File: config.mk
export PLATFORM = sky130hd
export DESIGN_NAME = la_trace_decoder
export DESIGN_NICKNAME = d
export VERILOG_FILES = /design/src/rtl/la_trace_decoder.sv
export SDC_FILE = /design/constraint.sdc
export NUM_CORES = 1
export LEC_CHECK = 0
export CORE_MARGIN = 1
export CORE_UTILIZATION = 30
export DETAILED_ROUTE_END_ITERATION = 10
export SETUP_SLACK_MARGIN = 0.15
export SYNTH_ARGS = -nofsm -noshare
export SYNTH_HDL_FRONTEND = slang
export SYNTH_SLANG_ARGS = --single-unit
File: constraint.sdc
create_clock -name axis_clk -period 3.3 [get_ports axis_clk]
set_input_delay 0.495 -clock axis_clk [delete_from_list [all_inputs] [get_ports axis_clk]]
set_output_delay 0.495 -clock axis_clk [all_outputs]
set_load 0.02 [all_outputs]
File: src/rtl/la_trace_decoder.sv
// Run-length trace decoder: expands {repeat_count, sample} packets into one sample per cycle with a timestamp.
// Latency: a packet accepted at edge N presents its first sample in cycle N+1; 1 sample/cycle sustained.
// Backpressure: s_tready is only high when idle or while the final sample of the loaded run is handshaking.
//
// Ports:
//   axis_clk, axis_rst      clock and synchronous active-high reset
//   dec_enable              gates packet acceptance only; a loaded run always drains
//   s_t*                    AXI-Stream trace input (tuser/tstrb/tkeep ignored)
//   wf_*                    reconstructed sample stream with valid/ready
//   stat_pkt_cnt/null_cnt   saturating counts of accepted packets / null packets
module la_trace_decoder #(
    parameter int DATA_W = 24,
    parameter int RC_W   = 8,
    parameter int TS_W   = 32,
    parameter int CNT_W  = 16
) (
    input  logic                   axis_clk,
    input  logic                   axis_rst,
    input  logic                   dec_enable,
    input  logic [RC_W+DATA_W-1:0] s_tdata,
    input  logic                   s_tvalid,
    output logic                   s_tready,
    input  logic                   s_tlast,
    input  logic [1:0]             s_tuser,
    input  logic [3:0]             s_tstrb,
    input  logic [3:0]             s_tkeep,
    output logic [DATA_W-1:0]      wf_data,
    output logic                   wf_unknown,
    output logic [TS_W-1:0]        wf_time,
    output logic                   wf_run_end,
    output logic                   wf_burst_last,
    output logic                   wf_valid,
    input  logic                   wf_ready,
    output logic [CNT_W-1:0]       stat_pkt_cnt,
    output logic [CNT_W-1:0]       stat_null_cnt
);

    typedef enum logic {IDLE = 1'b0, RUN = 1'b1} state_t;

    localparam logic [RC_W-1:0]  RC_ONE  = 1;
    localparam logic [TS_W-1:0]  TS_ONE  = 1;
    localparam logic [CNT_W-1:0] CNT_ONE = 1;

    state_t              state_q, state_d;
    logic [DATA_W-1:0]   value_q, value_d;
    logic                unknown_q, unknown_d;
    logic                last_q, last_d;
    logic [RC_W-1:0]     remaining_q, remaining_d;
    logic [TS_W-1:0]     time_q, time_d;
    logic [CNT_W-1:0]    pkt_cnt_q, pkt_cnt_d;
    logic [CNT_W-1:0]    null_cnt_q, null_cnt_d;

    logic                sample_hs;
    logic                accept;
    logic                run_final;
    logic [RC_W-1:0]     pkt_rc;
    logic                pkt_null;

    // Sideband fields carry nothing the decoder needs.
    logic unused_sideband;
    assign unused_sideband = ^{s_tuser, s_tstrb, s_tkeep};

    assign pkt_rc    = s_tdata[RC_W+DATA_W-1:DATA_W];
    assign pkt_null  = (pkt_rc == '0);
    assign run_final = (state_q == RUN) && (remaining_q == RC_ONE);
    assign sample_hs = wf_valid && wf_ready;

    // Combinational from wf_ready so the next run loads on the same edge the
    // current one finishes, giving gapless output across packets.
    assign s_tready = dec_enable && !axis_rst &&
                      ((state_q == IDLE) || (sample_hs && run_final));
    assign accept   = s_tvalid && s_tready;

    // Outputs come straight from the run register; forced quiet when idle.
    assign wf_valid      = (state_q == RUN);
    assign wf_data       = wf_valid ? value_q : '0;
    assign wf_unknown    = wf_valid && unknown_q;
    assign wf_run_end    = run_final;
    assign wf_burst_last = run_final && last_q;
    assign wf_time       = time_q;
    assign stat_pkt_cnt  = pkt_cnt_q;
    assign stat_null_cnt = null_cnt_q;

    always_comb begin
        state_d     = state_q;
        value_d     = value_q;
        unknown_d   = unknown_q;
        last_d      = last_q;
        remaining_d = remaining_q;
        time_d      = time_q;
        pkt_cnt_d   = pkt_cnt_q;
        null_cnt_d  = null_cnt_q;

        if (sample_hs) begin
            time_d      = time_q + TS_ONE;
            remaining_d = remaining_q - RC_ONE;
            if (run_final) begin
                state_d = IDLE;
            end
        end

        // A load overrides the decrement/idle transition of the finishing run.
        if (accept) begin
            state_d = RUN;
            last_d  = s_tlast;
            if (pkt_cnt_q != '1) begin
                pkt_cnt_d = pkt_cnt_q + CNT_ONE;
            end
            if (pkt_null) begin
                // Overflow gap: one unknown cycle, data field disregarded.
                value_d     = '0;
                unknown_d   = 1'b1;
                remaining_d = RC_ONE;
                if (null_cnt_q != '1) begin
                    null_cnt_d = null_cnt_q + CNT_ONE;
                end
            end else begin
                value_d     = s_tdata[DATA_W-1:0];
                unknown_d   = 1'b0;
                remaining_d = pkt_rc;
            end
        end
    end

    always_ff @(posedge axis_clk) begin
        if (axis_rst) begin
            state_q     <= IDLE;
            value_q     <= '0;
            unknown_q   <= 1'b0;
            last_q      <= 1'b0;
            remaining_q <= '0;
            time_q      <= '0;
            pkt_cnt_q   <= '0;
            null_cnt_q  <= '0;
        end else begin
            state_q     <= state_d;
            value_q     <= value_d;
            unknown_q   <= unknown_d;
            last_q      <= last_d;
            remaining_q <= remaining_d;
            time_q      <= time_d;
            pkt_cnt_q   <= pkt_cnt_d;
            null_cnt_q  <= null_cnt_d;
        end
    end

endmodule

# [Yosys cells after proc, flatten, opt, wreduce, memory -nomap -nowiden]
# Cells that the tools add are included.
[totals] register_bits=99
[op_classes] n_bitwise=1 n_addsub=4 mux=9 reduce_logical=16 n_eq_ne=3
[ops] op="24-bit 2-to-1 mux" n=2
[ops] op="16-bit by 1-bit adder with 16-bit output, second input constant" n=2
[ops] op="32-bit by 1-bit adder with 32-bit output, second input constant" n=1
[ops] op="16-bit != test, second input constant" n=2
[ops] op="8-bit 2-to-1 mux" n=3
[ops] op="8-bit by 1-bit == test with 1-bit output, second input constant" n=1
[ops] op="1-bit logical AND" n=8
[ops] op="8-bit logical NOT" n=1
[ops] op="8-bit by 1-bit subtractor with 8-bit output, second input constant" n=1
[ops] op="1-bit 2-to-1 mux" n=4
[ops] op="2-bit AND reduction" n=2
[ops] op="2-bit nonzero test" n=2
[ops] op="3-bit AND reduction" n=1
[ops] op="1-bit logical NOT" n=1
[ops] op="1-bit logical OR" n=1
[ops] op="1-bit NOT" n=1

# [Logic depth before layout (Yosys ltp)]
[depth] ltp_word=8 depth_mapped=8

# [Worst setup path after synthesis]
# OpenSTA, ideal clock, no wires.
[synth_path] path_kind="register -> register" start="reg remaining_q[2]" end="reg null_cnt_q[14], in the netlist stat_null_cnt[14]" arrival_ns=2.481 path_buffers=1 stages_incl_launch_ff=7 path_slack_ns=0.749 cell_sequence="dfxtp_1 or4_4 o41a_1 or3_4 buf_6 or4_1 a21oi_1"
[synth_between] elab_chain_len=7
[synth_rtl] element="start, declared" line_no="48" source="logic [RC_W-1:0] remaining_q, remaining_d;"
[synth_rtl] element="start signal, assigned" line_no="140" source="remaining_q <= remaining_d;"
[synth_rtl] element="8-bit by 1-bit == test with 1-bit output" line_no="65" source="assign run_final = (state_q == RUN) && (remaining_q == RC_ONE);"
[synth_rtl] element="1-bit logical AND" line_no="65"
[synth_rtl] element="1-bit logical AND" line_no="71" source="((state_q == IDLE) || (sample_hs && run_final));"
[synth_rtl] element="1-bit logical OR" line_no="71"
[synth_rtl] element="1-bit logical AND" line_no="70" source="assign s_tready = dec_enable && !axis_rst &&"
[synth_rtl] element="1-bit logical AND" line_no="72" source="assign accept = s_tvalid && s_tready;"
[synth_rtl] element="3-bit AND reduction (no line)"
[synth_rtl] element="end signal, assigned" line_no="143" source="null_cnt_q <= null_cnt_d;"
[synth_rtl] element="end, declared" line_no="51" source="logic [CNT_W-1:0] null_cnt_q, null_cnt_d;"
# No other way between the ends.
# A chain may end at the register's enable or synchronous reset.

# [Final worst setup path]
[layout_path] start="reg remaining_q[2]" end="out s_tready"
[layout_between] elab_chain_len=5
[layout_rtl] element="8-bit by 1-bit == test with 1-bit output" line_no="65"
[layout_rtl] element="1-bit logical AND" line_no="65"
[layout_rtl] element="1-bit logical AND" line_no="71"
[layout_rtl] element="1-bit logical OR" line_no="71"
[layout_rtl] element="1-bit logical AND" line_no="70"
[layout_rtl] element="end, declared" line_no="22" source="output logic s_tready,"
# No other way between the ends.

==> metrics <==
Hold Crit Class=reg -> reg; ys flop type=dfxtp_1; Power Density=388 mW/mm^2; via count=4532; number of synthesized register bits=99; die width=126 um; final wirelength=12.8 mm; Synth Net Count=619; WS Path Type=reg -> out; syn avg cell area=8.15 um^2; period utilization=90.5%; gpl congestion=0.784; Max VDD drop=0.237 mV; PortBufs=130; leakage=2.00 nW; Num CTS Buffers=9; GRT Util Overall=16.0%; I/O Pins=141; mapped cell area=0.00461 mm^2; Gate Count Post-Synth=566; relative slew slack=51.6%; clock period minus worst slack=2.99 ns; Core ar.=0.0148 mm^2; clk slew on worst S/H paths=0.07 ns; cell taking the most area after synthesis=dfxtp_1; layout cells sized above 1=4.79%; antenna-violating nets left=0; Startpoint Class=flop; synth unique cells=38; GR Overflow Total=0; Root Driver=clkbuf_16; crit-path max FO=5; number of synthesized flops with an enable pin=0; Die Y=126 um; drt first pass iters=4; Final Hold Viols=0; Vias/cell=5.19; CTS tree=built; CTS Buffer Depth=2; Seq/Total Area, Yosys=43.0%; top post-synthesis cells by area=dfxtp_1, a21oi_1, xnor2_1; Max Slew Vio Count=0; RSZ-0062 raised after global routing=false; Max stage delay on crit path=0.64 ns; Cell Rows=44; hpwl dp=8.81 mm; htree depth=3; post-synth top area share=43.0%; number of antenna diodes=0; Setup-failing EPs final=0; slew at the pin closest to its max-slew limit=0.726 ns; Starting Density=31.3%; cell with the most instances after synthesis=dfxtp_1; critical path required time=2.80 ns; worst-path cell chain=or4_4 -> o41ai_2 -> and3_1 -> clkdlybuf4s50_1; Wirelength per Cell=14.7 um; first-pass GRT wire length=20.4 mm; Post-synth top cells=dfxtp_1, a21oi_1, nand2_1, nand3_1, nor2_1; post-CTS sizing=0; setup_tns=0 ns; Layout Area Growth over Synthesis=38.5%; asr flop ratio synth=0%; largest net degree at the start of global routing=67; max_cap viols=0; WP data arrival=2.49 ns; overall power=0.00248 W; status=complete, no violations; Achievable Freq=335 MHz; Buf/Inv on CP=1; Nets=738; initial antenna violation count=0; Hold Buf Count CTS=0; synthesis warning total=0; Fin Clk Skew=0.00667 ns; Critical Path Sink Type=output port; vias in the first global route=4216; DRC=0; clk_lat worst skew=0.35 ns; setup repair bufs after CTS=0; Crit path max-delay family=simple AND/OR/NAND/NOR gates; clk sinks=99; slowest library cell on the worst path=clkdlybuf4s50_1; die area=0.0159 mm^2; DR iter-0 viols=209
[stage by stage]
stage	setup WS (ns)	utilization [%]	cell area (um^2)	hold WS, ns	instances
4_1_cts	0.254	43.3	6380	0.448	873
6_report	0.313	43.3	6390	0.446	873
3_5_place_dp	0.311	41.3	6090	0.440	858
2_1_floorplan	0.749	-	4610	0.427	566
5_1_grt	0.206	43.3	6390	0.462	873
3_3_place_gp	0.335	41.3	6090	0.434	858
[cell usage in the layout (no fill, tap or decap), drive strengths merged, types with 17 or more instances in the layout]
master,count
a21oi,54
and2,27
clkdlybuf4s50,129
dfxtp,99
nand2,54
nand3,52
nand4,17
nor2,48
nor4,17
or3,19
xnor2,30
[sequential cells by signal (all words and copies together) (netlist names)]
signal	flops
unknown_q	1
remaining_q	8
wf_valid	1
stat_null_cnt	16
stat_pkt_cnt	16
last_q	1
value_q	24
wf_time	32
[report_power, final]
| group | internal [W] | switching (W) | total [W] |
|---|---|---|---|
| combinational | 0.0000871 | 0.0000939 | 0.000181 |
| sequential | 0.00122 | 0.0000183 | 0.00123 |
| clock | 0.000605 | 0.000460 | 0.00106 |
| total | 0.00191 | 0.000572 | 0.00248 |
[cell type report]
type | instances | area (um^2)
Multi-Input combinational cell | 421 | 2460
Tap cell | 184 | 230
Clock buffer | 11 | 243
Fill cell | 1472 | 8360
Sequential cell | 99 | 1980
Clock inverter | 4 | 51.3
Inverter | 14 | 52.6
Timing Repair Buffer | 140 | 1370
[tightest hold or removal path, delay by kind of cell (launching register included)]
family,cells,cell delay [ns]
DFF,1,0.31
and+or+nand+nor,1,0.05
AOI/OAI and AO/OA,1,0.05
[worst paths after layout]
check	startpoint	end	slack (ns)	cells after the start
worst max-delay path	remaining_q[2]	s_tready	0.31	4
worst min register to register	value_q[11]	value_q[11]	0.45	2
worst min-delay path	value_q[11]	value_q[11]	0.45	2
worst max register to register	remaining_q[2]	stat_null_cnt[2]	0.60	6
[cell families after synthesis]
| logic type | after synthesis | share of synthesized area [%] |
|---|---|---|
| flip-flops | 99 | 43.0 |
| multiplexers | 2 | 0.434 |
| adder cells (fa/ha/maj) | 5 | 1.36 |
| AO/OA/AOI/OAI | 104 | 13.6 |
| buffers and inverters | 46 | 3.90 |
| AND/OR/NAND/NOR | 274 | 30.9 |
| XOR/XNOR | 36 | 6.83 |
[per-layer routing]
layer / up-vias / global-route usage [%] / routed length (um)
met5: - / 0 / 0
met4: 0 / 4.11 / 102
met3: 9 / 7.69 / 1240
met2: 142 / 26.0 / 5750
met1: 2119 / 18.9 / 5710
li1: 2262 / - / -
Note: power is estimated with default switching activity, not from simulation.
